--- config.mk ---
export PLATFORM = sky130hd
export DESIGN_NAME = dn_rmw_writer
export DESIGN_NICKNAME = d
export VERILOG_FILES = /design/src/rtl/dn_rmw_writer.sv
export SDC_FILE = /design/constraint.sdc
export NUM_CORES = 1
export LEC_CHECK = 0
export CORE_MARGIN = 2
export CORE_UTILIZATION = 35
export CTS_CLUSTER_DIAMETER = 30
export DETAILED_ROUTE_END_ITERATION = 6
export PLACE_DENSITY = 0.88
export SETUP_SLACK_MARGIN = 0.3
export SLEW_MARGIN = 0
export SYNTH_ARGS = -nofsm -noshare
export SYNTH_HDL_FRONTEND = slang
export SYNTH_SLANG_ARGS = --single-unit
--- constraint.sdc ---
create_clock -name clock -period 1.7 [get_ports clock]
set_input_delay 0.34 -clock clock [delete_from_list [all_inputs] [get_ports clock]]
set_output_delay 0.34 -clock clock [all_outputs]
set_load 0.02 [all_outputs]
--- src/rtl/dn_rmw_writer.sv ---
// Write-port front end for the D0-D7 register RAM: byte/word writes are merged
// via read-modify-write, long writes go straight through. Owns the RAM port while busy.
module dn_rmw_writer #(
  parameter int unsigned ADDR_WIDTH = 3,
  parameter int unsigned DATA_WIDTH = 32
) (
  input  logic                  clock,
  input  logic                  reset,
  input  logic                  req_valid,
  output logic                  req_ready,
  input  logic [ADDR_WIDTH-1:0] req_address,
  input  logic [DATA_WIDTH-1:0] req_data,
  input  logic [2:0]            req_size,
  output logic                  done,
  output logic                  busy,
  input  logic [ADDR_WIDTH-1:0] rd_address,
  output logic [DATA_WIDTH-1:0] rd_data,
  output logic [ADDR_WIDTH-1:0] mem_address,
  output logic [DATA_WIDTH-1:0] mem_data_in,
  output logic                  mem_we,
  input  logic [DATA_WIDTH-1:0] mem_data_out
);

  typedef enum logic [1:0] {
    IDLE  = 2'd0,
    READ  = 2'd1,
    WRITE = 2'd2
  } state_t;

  state_t                state;
  logic [ADDR_WIDTH-1:0] address_q;
  logic [DATA_WIDTH-1:0] data_q;
  logic [2:0]            size_q;

  // Sequencer, request latch and the registered done pulse
  always_ff @(posedge clock or posedge reset) begin
    if (reset) begin
      state     <= IDLE;
      address_q <= '0;
      data_q    <= '0;
      size_q    <= '0;
      done      <= 1'b0;
    end else begin
      done <= 1'b0;
      unique case (state)
        IDLE: begin
          if (req_valid) begin
            address_q <= req_address;
            data_q    <= req_data;
            size_q    <= req_size;
            if (req_size[0] || req_size[1]) begin
              state <= READ;
            end else if (req_size[2]) begin
              state <= WRITE;
            end else begin
              done <= 1'b1;
            end
          end
        end
        READ: begin
          state <= WRITE;
        end
        WRITE: begin
          state <= IDLE;
          done  <= 1'b1;
        end
        default: begin
          state <= IDLE;
        end
      endcase
    end
  end

  // RAM port ownership: CPU read address in IDLE, latched target otherwise
  always_comb begin
    req_ready   = (state == IDLE);
    busy        = (state != IDLE);
    mem_we      = (state == WRITE);
    mem_address = (state == IDLE) ? rd_address : address_q;
  end

  // Merge: size bit0 wins over bit1 wins over bit2; upper target bits come from the RMW read
  always_comb begin
    mem_data_in = '0;
    if (size_q[0]) begin
      mem_data_in = {mem_data_out[DATA_WIDTH-1:8], data_q[7:0]};
    end else if (size_q[1]) begin
      mem_data_in = {mem_data_out[DATA_WIDTH-1:16], data_q[15:0]};
    end else if (size_q[2]) begin
      mem_data_in = data_q;
    end
  end

  assign rd_data = mem_data_out;

endmodule

## After elaboration in Yosys (flattened, before gate mapping)

Cells that the tools add are included.

- Eq/ne operators: 4
- Reductions and logical operators: 5
- Mux-type cells: 12

Operators with widths:

| kind | count |
|---|---|
| $mux 32 | 3 |
| $mux 2 | 3 |
| $pmux 2 s2 | 1 |
| $reduce_and 2->1 | 2 |
| $mux 1 | 3 |
| $mux 3 | 1 |
| $ne 3x1->1 const B | 1 |
| $eq 2x1->1 const B | 1 |
| $eq 2x2->1 const B | 1 |
| $logic_not 2->1 | 1 |
| $ne 2x2->1 const B | 1 |
| $pmux 1 s2 | 1 |
| $reduce_bool 2->1 | 1 |
| $logic_or 1x1->1 | 1 |

- Logic and storage cells: 26
- Output and inout port bits: 71
- Input port bits: 76
- Register bits: 41

## Longest topological paths before layout

Gate-level depths: netlist (run 1).

- Word-level depth: 4
- Depth in mapped cells: 5
- Depth with buffers taken out: 2

## Least setup slack after synthesis (run 1)

OpenSTA, ideal clock, no wires.

- Kind: reg2out
- Start point: register size_q[0]
- End point: output port mem_data_in[21]
- Stages on the path, launching flop included: 6
- Data required time: 1.360 ns
- Buffers on the path: 3
- Data arrival time: 1.472 ns
- Slack: -0.112 ns
- Path through: dfrtp_1 > buf_2 > or2_1 > clkbuf_1 > buf_6 > o21ai_0

- Word-level cells in the longest chain between the ends: 1

RTL lines:

| item | line | RTL |
|---|---|---|
| from (decl) | 33 | `logic [2:0] size_q;` |
| from (signal assigned) | 50 | `size_q <= req_size;` |
| $mux 32 | 85 | `if (size_q[0]) begin` |
| to (decl) | 19 | `output logic [DATA_WIDTH-1:0] mem_data_in,` |

Every way passes these cells.

## Worst setup path in the final report (run 1)

- Start point: register size_q[0]
- End point: output port mem_data_in[30]

Same word-level chain as after synthesis.

==> results.yml, run 1 <==
timing:
  maxSlewHeadroom_pct: 82.8
  finalSetupViolCount: 32
  skew_ns: 0.00507
  final.period_utilization_pct: 105
  hold_violations: 0
  grt_setup_unrepaired: "yes"
  clock.fmax_ghz: 0.560
  slew_viol_final: 0
  worstMarginPinSlew_ns: 0.256
  setup_ws_ns: -0.0856
  setup_tns_ns: -1.46
  fin_crit_ns: 1.79
synth:
  ys_seq_area_share_pct: 45.0
  synth_warnings: 0
  synth_top_area_share_pct: 45.0
  ys_seq_elements: 41
  ys_types: 20
  avgSynthCellArea_um2: 10.3
  synth_cells: 222
  synth_top_area_cell: "dfrtp_1"
  synth-compound-area-share_pct: 11.4
  synth.cell_area_um2: 2280
  yosys.area_share.simple_pct: 8.73
  synth_area_leaders: "dfrtp_1 (45%), mux2_2 (16%), buf_4 (11%)"
  synth_xor_area_share_pct: 0
  synth_top_family_by_area: "multiplexers"
  synth_nets: 298
  synth-adder-area-share_pct: 0
  muxShareOfSynthArea_pct: 20.3
die:
  die_w_um: 84.7
  start_util_pct: 36.1
  fp.dieH_um: 84.7
  core_um2: 6310
  io_pins: 147
  dieArea_um2: 7170
  rows: 29
grt:
  grt_usage_pct: 20.5
  grt_max_degree: 42
  antenna_found_initial: 0
  overflow: 0
  grt_pass1_vias: 2204
  grt_pass1_wl_mm: 11.6
route:
  drt-pass1-iter-count: 4
  vias: 2122
  drcViolationCount: 0
  drt-total-wl_mm: 7.46
  routedWlPerCell_um: 17.5
  viasPerCell: 4.99
  dr.first_iter.drc_count: 59
  ant_nets: 0
cells_and_area:
  final_common_cell: "clkdlybuf4s50_1"
  fin_util_pct: 68.0
  diodes: 0
  mostFrequentLayoutCells: "clkdlybuf4s50_1 (67), mux2_4 (41), dfrtp_1 (40)"
  fin_nets: 423
  drive_gt1_share_pct: 53.4
  nFillCells: 464
  syn_to_final_growth_pct: 88.4
flow_run:
  maxCapViolCount: 0
status:
  status: "finished with violations"
  violations: "setup timing"
placed_design:
  place.gp.congestion: 0.811
  portBuffers: 130
  hpwl_mm: 4.80
setup_path:
  crit_fanout: 8
  setup.worst_path.end_class: "output pin"
  ff2ff_setup_slack_ns: 0.04
  crit_type: "register to output pin"
  cp_data_required_time_ns: 1.36
  arrival_ns: 1.45
  start_kind: "register"
clock_tree:
  cts_buffer_depth: 2
  clk_pin_slew_worst_paths_ns: 0.08
  cts_tree: "yes"
  cts_buffers: 5
  hold_buffers: 0
  htree_levels: 2
  root_buffer: "clkbuf_8"
  cts.sinks: 41
  insertion_delay_ns: 0.29
pwr:
  swShare_pct: 35.4
  comb_power_share_pct: 54.0
  ir_drop_mv: 0.692
  power_density_nw_per_um2: 1160
  seqPwrFrac_pct: 27.3
  leakagePower_nw: 1.92
  pwr-share-clk_pct: 18.7
  p_int_mw: 3.20
  power.switching_mw: 1.76
hold_path:
  hp-class: "primary input to asynchronous set/reset pin"
==> flip-flops by register name, indices dropped and copies added (netlist names) <==
signal     count
done           1
data_q        32
size_q         3
address_q      3
state          2
==> critical path, stage by stage (launching register included) <==
cell	delay, ns
dfrtp_1	0.43
or2_4	0.28
buf_16	0.17
o21ai_4	0.14
buf_6	0.14
==> layout make-up <==
class	count	area, um2	share of cell area [%]
Multi-Input combinational cell	131	1350	31.5
Sequential cell	41	1030	23.9
Clock inverter	3	65.1	1.52
Clock buffer	5	68.8	1.60
Inverter	3	11.3	0.262
Timing Repair Buffer	165	1670	38.9
Tap cell	77	96.3	2.24
==> final timing paths <==
kind	to	from	cells past startpoint
max	mem_data_in[30]	size_q[0]	4
min	data_q[0]	reset	3
max reg2reg	data_q[28]	state[1]	7
min reg2reg	data_q[5]	data_q[5]	1
max in group asynchronous	size_q[2]	reset	3
min in group clock	data_q[5]	data_q[5]	1
==> metrics by stage <==
| stage | worst slack (ns) | hold slack (ns) | instances | cell area [um2] | total power [mW] |
|---|---|---|---|---|---|
| global route | -0.127 | 0.408 | 425 | 4290 | 5.19 |
| finish | -0.0856 | 0.384 | 425 | 4290 | 4.96 |
| floorplan | 0.176 | 0.450 | 222 | 2470 | 2.60 |
| detailed placement | -0.369 | 0.471 | 400 | 3710 | 3.47 |
| global placement | -0.309 | 0.459 | 400 | 3710 | 3.41 |
| CTS | -0.0793 | 0.388 | 421 | 4190 | 4.86 |
==> synthesized netlist by cell type <==
cell type,instances
a21oi_1,1
buf_2,4
buf_4,33
buf_6,2
clkbuf_1,8
dfrtp_1,41
inv_1,3
mux2_1,9
mux2_2,32
nand2_1,24
nand4bb_1,1
nor2_1,1
nor2b_1,9
nor3_2,1
nor3b_2,1
nor4b_1,1
o21a_1,2
o21ai_0,44
o21ai_1,4
or2_1,1
==> timing repair <==
action / 4_1_cts / 5_1_grt
buffers inserted: 8 / 4
endpoints found under the setup margin: 101 / 78
gates resized for setup: 399 / 18
pin swaps: 10 / 2
gates cloned: 5 / 0
==> kinds of logic (layout without fill, tap and decap cells) <==
| logic type | count (synthesis) | after routing |
|---|---|---|
| buffers and inverters | 50 | 176 |
| AOI/OAI and AO/OA | 51 | 51 |
| DFF | 41 | 41 |
| and+or+nand+nor | 39 | 39 |
| muxes | 41 | 41 |
==> routing by layer <==
layer | track usage, % | up-vias | wire [um]
met1 | 24.4 | 1044 | 2980
met2 | 36.4 | 83 | 3900
li1 | - | 978 | -
met5 | 0 | - | 0
met4 | 6.35 | 0 | 157
met3 | 5.11 | 17 | 421
==> power by group through the flow <==
stage	Sequential [mW]	Clock [mW]	Combinational (mW)
after floorplan	1.31	0	1.29
after global placement	1.33	0	2.08
after detailed placement	1.34	0	2.12
after CTS	1.34	0.948	2.57
after global routing	1.39	0.994	2.81
final	1.35	0.926	2.68
No activity file was read; power rests on OpenSTA's default activity.
==> run 2: changes to the inputs <==
- ABC_AREA: not set -> 0
- ABC_CLOCK_PERIOD_IN_PS: not set -> 1700
==> results of run 2 <==
The final DEF is identical to that of run 1; final timing and power are the same.
==> run 3: changes to the inputs <==
- CORE_UTILIZATION: 35 -> 37
- PLACE_DENSITY: 0.88 -> 0.92
==> results.yml, run 3 (synthesized netlist as in run 1, its figures left out) <==
status:
  status: "finished with violations"
  violations: "setup timing"
timing:
  worstMarginPinSlew_ns: 0.295
  clock.fmax_ghz: 0.559
  slew_viol_final: 0
  maxSlewHeadroom_pct: 80.0
  skew_ns: 0.00767
  fin_crit_ns: 1.79
  setup_ws_ns: -0.0900
  finalSetupViolCount: 33
  final.period_utilization_pct: 105
  grt_setup_unrepaired: "yes"
  hold_violations: 0
placed_design:
  dp.cells: 397
  dp_slack_ns: -0.354
  place.gp.congestion: 0.763
  hpwl_mm: 4.89
  portBuffers: 130
  place_area_um2: 3700
route:
  ant_nets: 0
  routedWlPerCell_um: 18.4
  drt-pass1-iter-count: 4
  vias: 2143
  dr.first_iter.drc_count: 74
  viasPerCell: 5.02
  drt-total-wl_mm: 7.84
  drcViolationCount: 0
hold_path:
  hp-class: "primary input to asynchronous set/reset pin"
die:
  core_um2: 5920
  start_util_pct: 38.5
  die_w_um: 82.5
  rows: 28
  fp.dieH_um: 82.5
  io_pins: 147
  dieArea_um2: 6800
grt:
  grt_use_met1_pct: 25.7
  overflow: 0
  grt_max_degree: 42
  grt_pass1_wl_mm: 11.5
  use_met2_pct: 42.1
  grt_usage_pct: 22.7
  busiest_layer: "met2"
  grt_pass1_vias: 2303
  antenna_found_initial: 1
  met3_usage_pct: 4.02
setup_path:
  cpMaxStageDelayCell: "dfrtp_2"
  cp_slowest_stage_delay_ns: 0.45
  crit_family: "flip-flops"
  crit_type: "register to output pin"
  cp_data_required_time_ns: 1.36
  start_kind: "register"
  setup.worst_path.end_class: "output pin"
  arrival_ns: 1.45
  path_buf_inv: 2
  ff2ff_setup_slack_ns: 0.05
  crit_fanout: 9
  crit_chain: "or2_4, buf_12, o21ai_4, buf_6"
clock_tree:
  cts_buffers: 5
  htree_levels: 2
  cts_buffer_depth: 2
  root_buffer: "clkbuf_8"
  clk_pin_slew_worst_paths_ns: 0.08
  cts_tree: "yes"
  insertion_delay_ns: 0.29
  hold_buffers: 0
  cts.sinks: 41
cells_and_area:
  fin_nets: 426
  mostFrequentLayoutCells: "clkdlybuf4s50_1 (66), buf_6 (45), mux2_4 (41)"
  fin_util_pct: 72.5
  design_area_um2: 4290
  largest_register_ffs: 32
  syn_to_final_growth_pct: 88.4
  drive_gt1_share_pct: 55.0
  instances_no_fill: 427
  nFillCells: 412
  final_common_cell: "clkdlybuf4s50_1"
  top_regs: "data_q (32), address_q (3), size_q (3)"
  top_register: "data_q"
pwr:
  swShare_pct: 37.5
  pwr-share-clk_pct: 13.2
  power_density_nw_per_um2: 1110
  leakagePower_nw: 1.94
  seqPwrFrac_pct: 28.8
  power.switching_mw: 1.78
  ir_drop_mv: 0.584
  p_int_mw: 2.97
  comb_power_share_pct: 58.0
flow_run:
  maxCapViolCount: 0
run 3: cell count changes in the layout (fill, tap and decap cells not counted), sizes merged:
cell | previous run | this run
dlygate4sd2 | 1 | 2
buf | 97 | 98
diode | 0 | 1
clkinv | 1 | 2
clkbuf | 5 | 8
bufinv | 2 | 0
clkdlybuf4s50 | 67 | 66
run 3: repair_timing:
item                                    in CTS  in global routing
pin swaps                                    5                  6
endpoints found under the setup margin     101                 77
buffers inserted                            12                  2
cloned                                       5                  2
resized for setup                          406                 20
run 3: layout make-up:
class	instances	area, um2	share of cell area, %
repair buffers	168	1720	40.1
multi-input cells	131	1350	31.5
inverters	3	11.3	0.262
diodes	1	2.50	0.0583
well taps	75	93.8	2.19
clock inverters	2	10.0	0.233
clock buffers	6	72.6	1.69
flip-flops and latches	41	1030	24.0
run 3: worst paths after layout:
| check | start | endpoint | cells after the start |
|---|---|---|---|
| hold / removal | reset | data_q[21] | 3 |
| min in group clock | data_q[5] | data_q[5] | 1 |
| max in group asynchronous | reset | size_q[0] | 3 |
| hold reg to reg | data_q[5] | data_q[5] | 1 |
| setup / recovery | size_q[0] | mem_data_in[27] | 4 |
| setup reg to reg | state[0] | data_q[28] | 6 |
run 3: worst register-to-register path, delay by kind of cell (launching register included):
family / cells / cell delay (ns)
flops: 1 / 0.43
buf+inv: 4 / 0.53
simple gates: 1 / 0.28
mux: 1 / 0.30
run 3: stage by stage:
step	setup TNS, ns	hold slack, ns	power (mW)
finish	-1.75	0.395	4.75
global route	-3.51	0.436	4.98
CTS	-1.91	0.406	4.58
detailed placement	-13.62	0.477	3.47
global placement	-12.10	0.460	3.40
floorplan	0	0.450	2.60
run 3: per-layer routing:
| metal | share of wire (%) | vias to the layer above |
|---|---|---|
| li1 | - | 987 |
| met1 | 38 | 1055 |
| met2 | 55 | 86 |
| met3 | 5.8 | 15 |
| met4 | 1.8 | 0 |
| met5 | 0 | - |
run 3: power by group through the flow:
stage	clock network, mW	registers (mW)	logic (mW)
3_3_place_gp	0	1.33	2.08
6_report	0.626	1.37	2.76
5_1_grt	0.684	1.39	2.90
4_1_cts	0.637	1.35	2.59
3_5_place_dp	0	1.35	2.12
2_1_floorplan	0	1.31	1.29
==> RTL edit 1: new RTL, config.mk and constraints of run 2 <==
Set the parameter `DATA_WIDTH` to 64 (it was 32).
--- a/src/rtl/dn_rmw_writer.sv
+++ b/src/rtl/dn_rmw_writer.sv
@@ -2,7 +2,7 @@
 // via read-modify-write, long writes go straight through. Owns the RAM port while busy.
 module dn_rmw_writer #(
   parameter int unsigned ADDR_WIDTH = 3,
-  parameter int unsigned DATA_WIDTH = 32
+  parameter int unsigned DATA_WIDTH = 64
 ) (
   input  logic                  clock,
   input  logic                  reset,
Ports: changed (resized mem_data_in, mem_data_out, rd_data and req_data); port bits go from 147 to 275. No check against the original RTL was run, so the function may have changed too.
==> RTL edit 1 against run 2 <==
- the flow still finishes with violations (negative setup slack)
- area after synthesis is 100% higher
- power is 87% higher
- combinational power is 81% higher
- core utilization is 4.8 points lower
- worst setup slack worse by 0.15 ns
- die area is 95% higher
- routed wire length is 110% higher
- sequential cell count is 32 higher
- final area is 86% higher
- non-clock buffer count is 161 higher
- critical path depth is 1 higher
- count of clock-buffer cells in the layout is 8 higher
- hold slack worse by 0.044 ns
- final cell count is 100% higher
- largest cell class unchanged
==> RTL edit 1: results (changes against run 2) <==
CLK BUF - 13 (+8)
failing checks - negative setup slack
area of the multi-input gates - 2313 um^2 (+71%)
final setup margin - -0.2361 ns (-0.1505 ns)
largest net degree at the start of global routing - 35 (-17%)
routed vias - 4,205 (+98%)
Final #Nets - 812 (+92%)
Distinct cells, synth - 21 (+5.0%)
CTS root buf - clkbuf_16
Worst-Skew Late Latency - 0.32 ns (+0.03 ns)
gr usage total - 20.91% (+0.40 points)
Worst IR Drop VDD - 0.6017 mV (-13%)
share of cells above drive strength 1 - 49.93% (-3.5 points)
Clock Skew - 0.006074 ns (+0.001002 ns)
fillers - 980 (+110%)
multi-input combinational cell count - 259 (+98%)
Reg-to-Reg End - data_q[41]
clk slew on worst S/H paths - 0.06 ns (-0.02 ns)
GR Util met2 - 38.04% (+1.7 points)
wl on met1 - 5825 um (+95%)
clock share of power - 21.5% (+2.8 points)
RD Place Congestion - 0.8348 (+3.0%)
Worst Path Max Fanout - 12 (+4)
Sequential Power Share - 26.2% (-1.1 points)
Area contributors post-synth - dfrtp_1, mux2_4, o21ai_0
register area share after synthesis - 40.02% (-5.0 points)
final setup fails - 67 (+110%)
post-synthesis compound-gate area fraction - 12.72% (+1.3 points)
Post-Syn Nets - 571 (+92%)
leakage power - 3.652 nW (+90%)
status - finished, violations left
M1 GR Usage - 23.52% (-0.89 points)
Seq. cell area - 1832 um^2 (+78%)
top flop regs - data_q: 64 flops, address_q: 3 flops, size_q: 3 flops
RTL edit 1: cell types whose count changed in the layout (fill, tap and decap cells not counted), moves of 10 or more:
cell / change
clkdlybuf4s50_1: +52
buf_4: +47
dfrtp_1: +29
mux2_4: +32
o21ai_0: +13
o21ai_2: +14
clkbuf_16: +13
nand2_1: +32
buf_12: +10
o21ai_1: +38
buf_2: +22
RTL edit 1: worst max path at each step:
stage	startpoint	endpoint	slack (ns)
2_1_floorplan	size_q[0]	mem_data_in[49]	-0.04
3_3_place_gp	mem_data_out[63]	mem_data_in[63]	-0.39
3_5_place_dp	size_q[0]	mem_data_in[57]	-0.46
4_1_cts	size_q[1]	mem_data_in[25]	-0.25
5_1_grt	size_q[1]	mem_data_in[27]	-0.29
6_report	size_q[1]	mem_data_in[27]	-0.24
RTL edit 1: timing repair:
item	CTS	global route
endpoints found under the setup margin	195	145
gates resized for setup	704	75
pin swaps	5	5
buffers inserted	15	4
gates cloned	6	5
==> RTL edit 2: new RTL, settings of run 2 <==
Without the edit above. Make the reset (`reset`) synchronous in one clocked block.
--- a/src/rtl/dn_rmw_writer.sv
+++ b/src/rtl/dn_rmw_writer.sv
@@ -33,7 +33,7 @@
   logic [2:0]            size_q;
 
   // Sequencer, request latch and the registered done pulse
-  always_ff @(posedge clock or posedge reset) begin
+  always_ff @(posedge clock) begin
     if (reset) begin
       state     <= IDLE;
       address_q <= '0;
Function: differs if reset is asserted again (counterexample within 4 cycles, from zero or initial values and one cycle with reset high); with reset held inactive, the same outputs for 10 cycles.
==> RTL edit 2 against run 2 <==
- the flow still finishes with violations (negative setup slack)
- area after synthesis up 11%
- register-to-register slack better by 0.06 ns
- highest routed layer unchanged
- synthesized cell count up 34%
- critical endpoint unchanged
- worst setup slack lost 0.051 ns
- critical path depth is 1 higher
- final area is 1.5% higher
- final cell count up 21%
- routed wire length decreased by 3.9%
- sequential cell count stayed put
Power is not compared: it rests on default switching activity, and its combinational part moved more than twofold at a synthesized area within 25%.
==> RTL edit 2: results (changes against run 2) <==
final setup margin - -0.1362 ns (-0.05066 ns)
DRT iter0 DRCs - 82 (+39%)
dpl cell area - 3862 um^2 (+4.0%)
gr usage total - 16.33% (-4.2 points)
placed insts - 484 (+21%)
worst hold path type - reg2reg
status - finished, violations left
Num CTS Buffers - 5 (unchanged)
final setup fails - 30 (-6.3%)
R2R Setup Slk - 0.10 ns (+0.06 ns)
Syn Area/Cell - 8.511 um^2 (-17%)
Post-synth top cells - nand2b_1, mux2i_1, dfxtp_1
Final #Nets - 493 (+17%)
WHS Path Cells - 2
Reg-to-Reg End - size_q[1]
failing checks - negative setup slack
Post-Syn Nets - 374 (+26%)
dominant synthesized flop cell - dfxtp_1
Clock Skew - 0.01444 ns (+0.009372 ns)
Switch Pwr - 0.8844 mW
Distinct cells, synth - 21 (+5.0%)
RD Place Congestion - 0.7245 (-11%)
largest net degree at the start of global routing - 80 (+90%)
fillers - 605 (+30%)
Avg WL per Cell - 13.89 um (-21%)
vias in the first global route - 2,235 (+1.4%)
Via density - 4.589 (-8.1%)
Area contributors post-synth - dfxtp_1, nand2b_1, mux2i_1
Critical Path Max Stage Delay - 0.36 ns (-0.07 ns)
HPWL Detailed - 4773 um (-0.64%)
first-pass GRT wire length - 10,320 um (-11%)
Setup TNS Final - -2.821 ns (-1.364 ns)
Hold Worst Slack - 0.4760 ns (+0.09167 ns)
Yosys reg bits - 41 (unchanged)
Post-Layout Cell Count - 516 (+21%)
Setup WS pre-CTS - -0.5677 ns (-0.1987 ns)
register area share after synthesis - 32.36% (-13 points)
async set-reset flop share out of synthesis - 0% (-100 points)
Crit path arrival time - 1.50 ns (+0.05 ns)
[RTL edit 2: critical path, delay by kind of cell (launching register included)]
family          cells  cell delay [ns]
buf+inv             3             0.43
flops               1             0.36
simple gates        1             0.28
compound gates      1             0.13
[RTL edit 2: final cells by class]
cell class	instances	area share, %
Sequential cell	41	19.07
Clock inverter	2	0.8044
Clock buffer	5	1.580
Tap cell	99	2.844
Timing Repair Buffer	166	38.81
Inverter	1	0.08618
Multi-Input combinational cell	202	36.80
[RTL edit 2: worst max path at each step]
stage                   start              end  slack, ns
finish              size_q[1]  mem_data_in[30]      -0.14
global route        size_q[1]  mem_data_in[30]      -0.18
CTS                 size_q[0]  mem_data_in[30]      -0.13
detailed placement  size_q[2]  mem_data_in[10]      -0.57
global placement    size_q[2]  mem_data_in[13]      -0.44
floorplan           size_q[0]  mem_data_in[21]       0.24
[RTL edit 2: kinds of logic (layout without fill, tap and decap cells)]
logic type,count (synthesis),in the layout,synth area share [%]
and+or+nand+nor,119,119,27.28
AOI/OAI and AO/OA,34,34,6.906
buffers and inverters,55,174,13.96
DFF,41,41,32.36
muxes,49,49,19.49
[RTL edit 2: timing repair]
| item | CTS | global route |
|---|---|---|
| pin swaps | 9 | 2 |
| setup buffers | 12 | 9 |
| cloned | 2 | 2 |
| resized for setup | 335 | 43 |
| setup endpoints to repair | 63 | 68 |
[RTL edit 2: per-layer routing]
metal,global-route usage [%],up-vias,wire length [um]
met4,4.885,0,79
met5,0,-,0
met1,18.73,1100,2710
li1,-,1180,-
met3,2.216,10,466
met2,31.11,78,3909
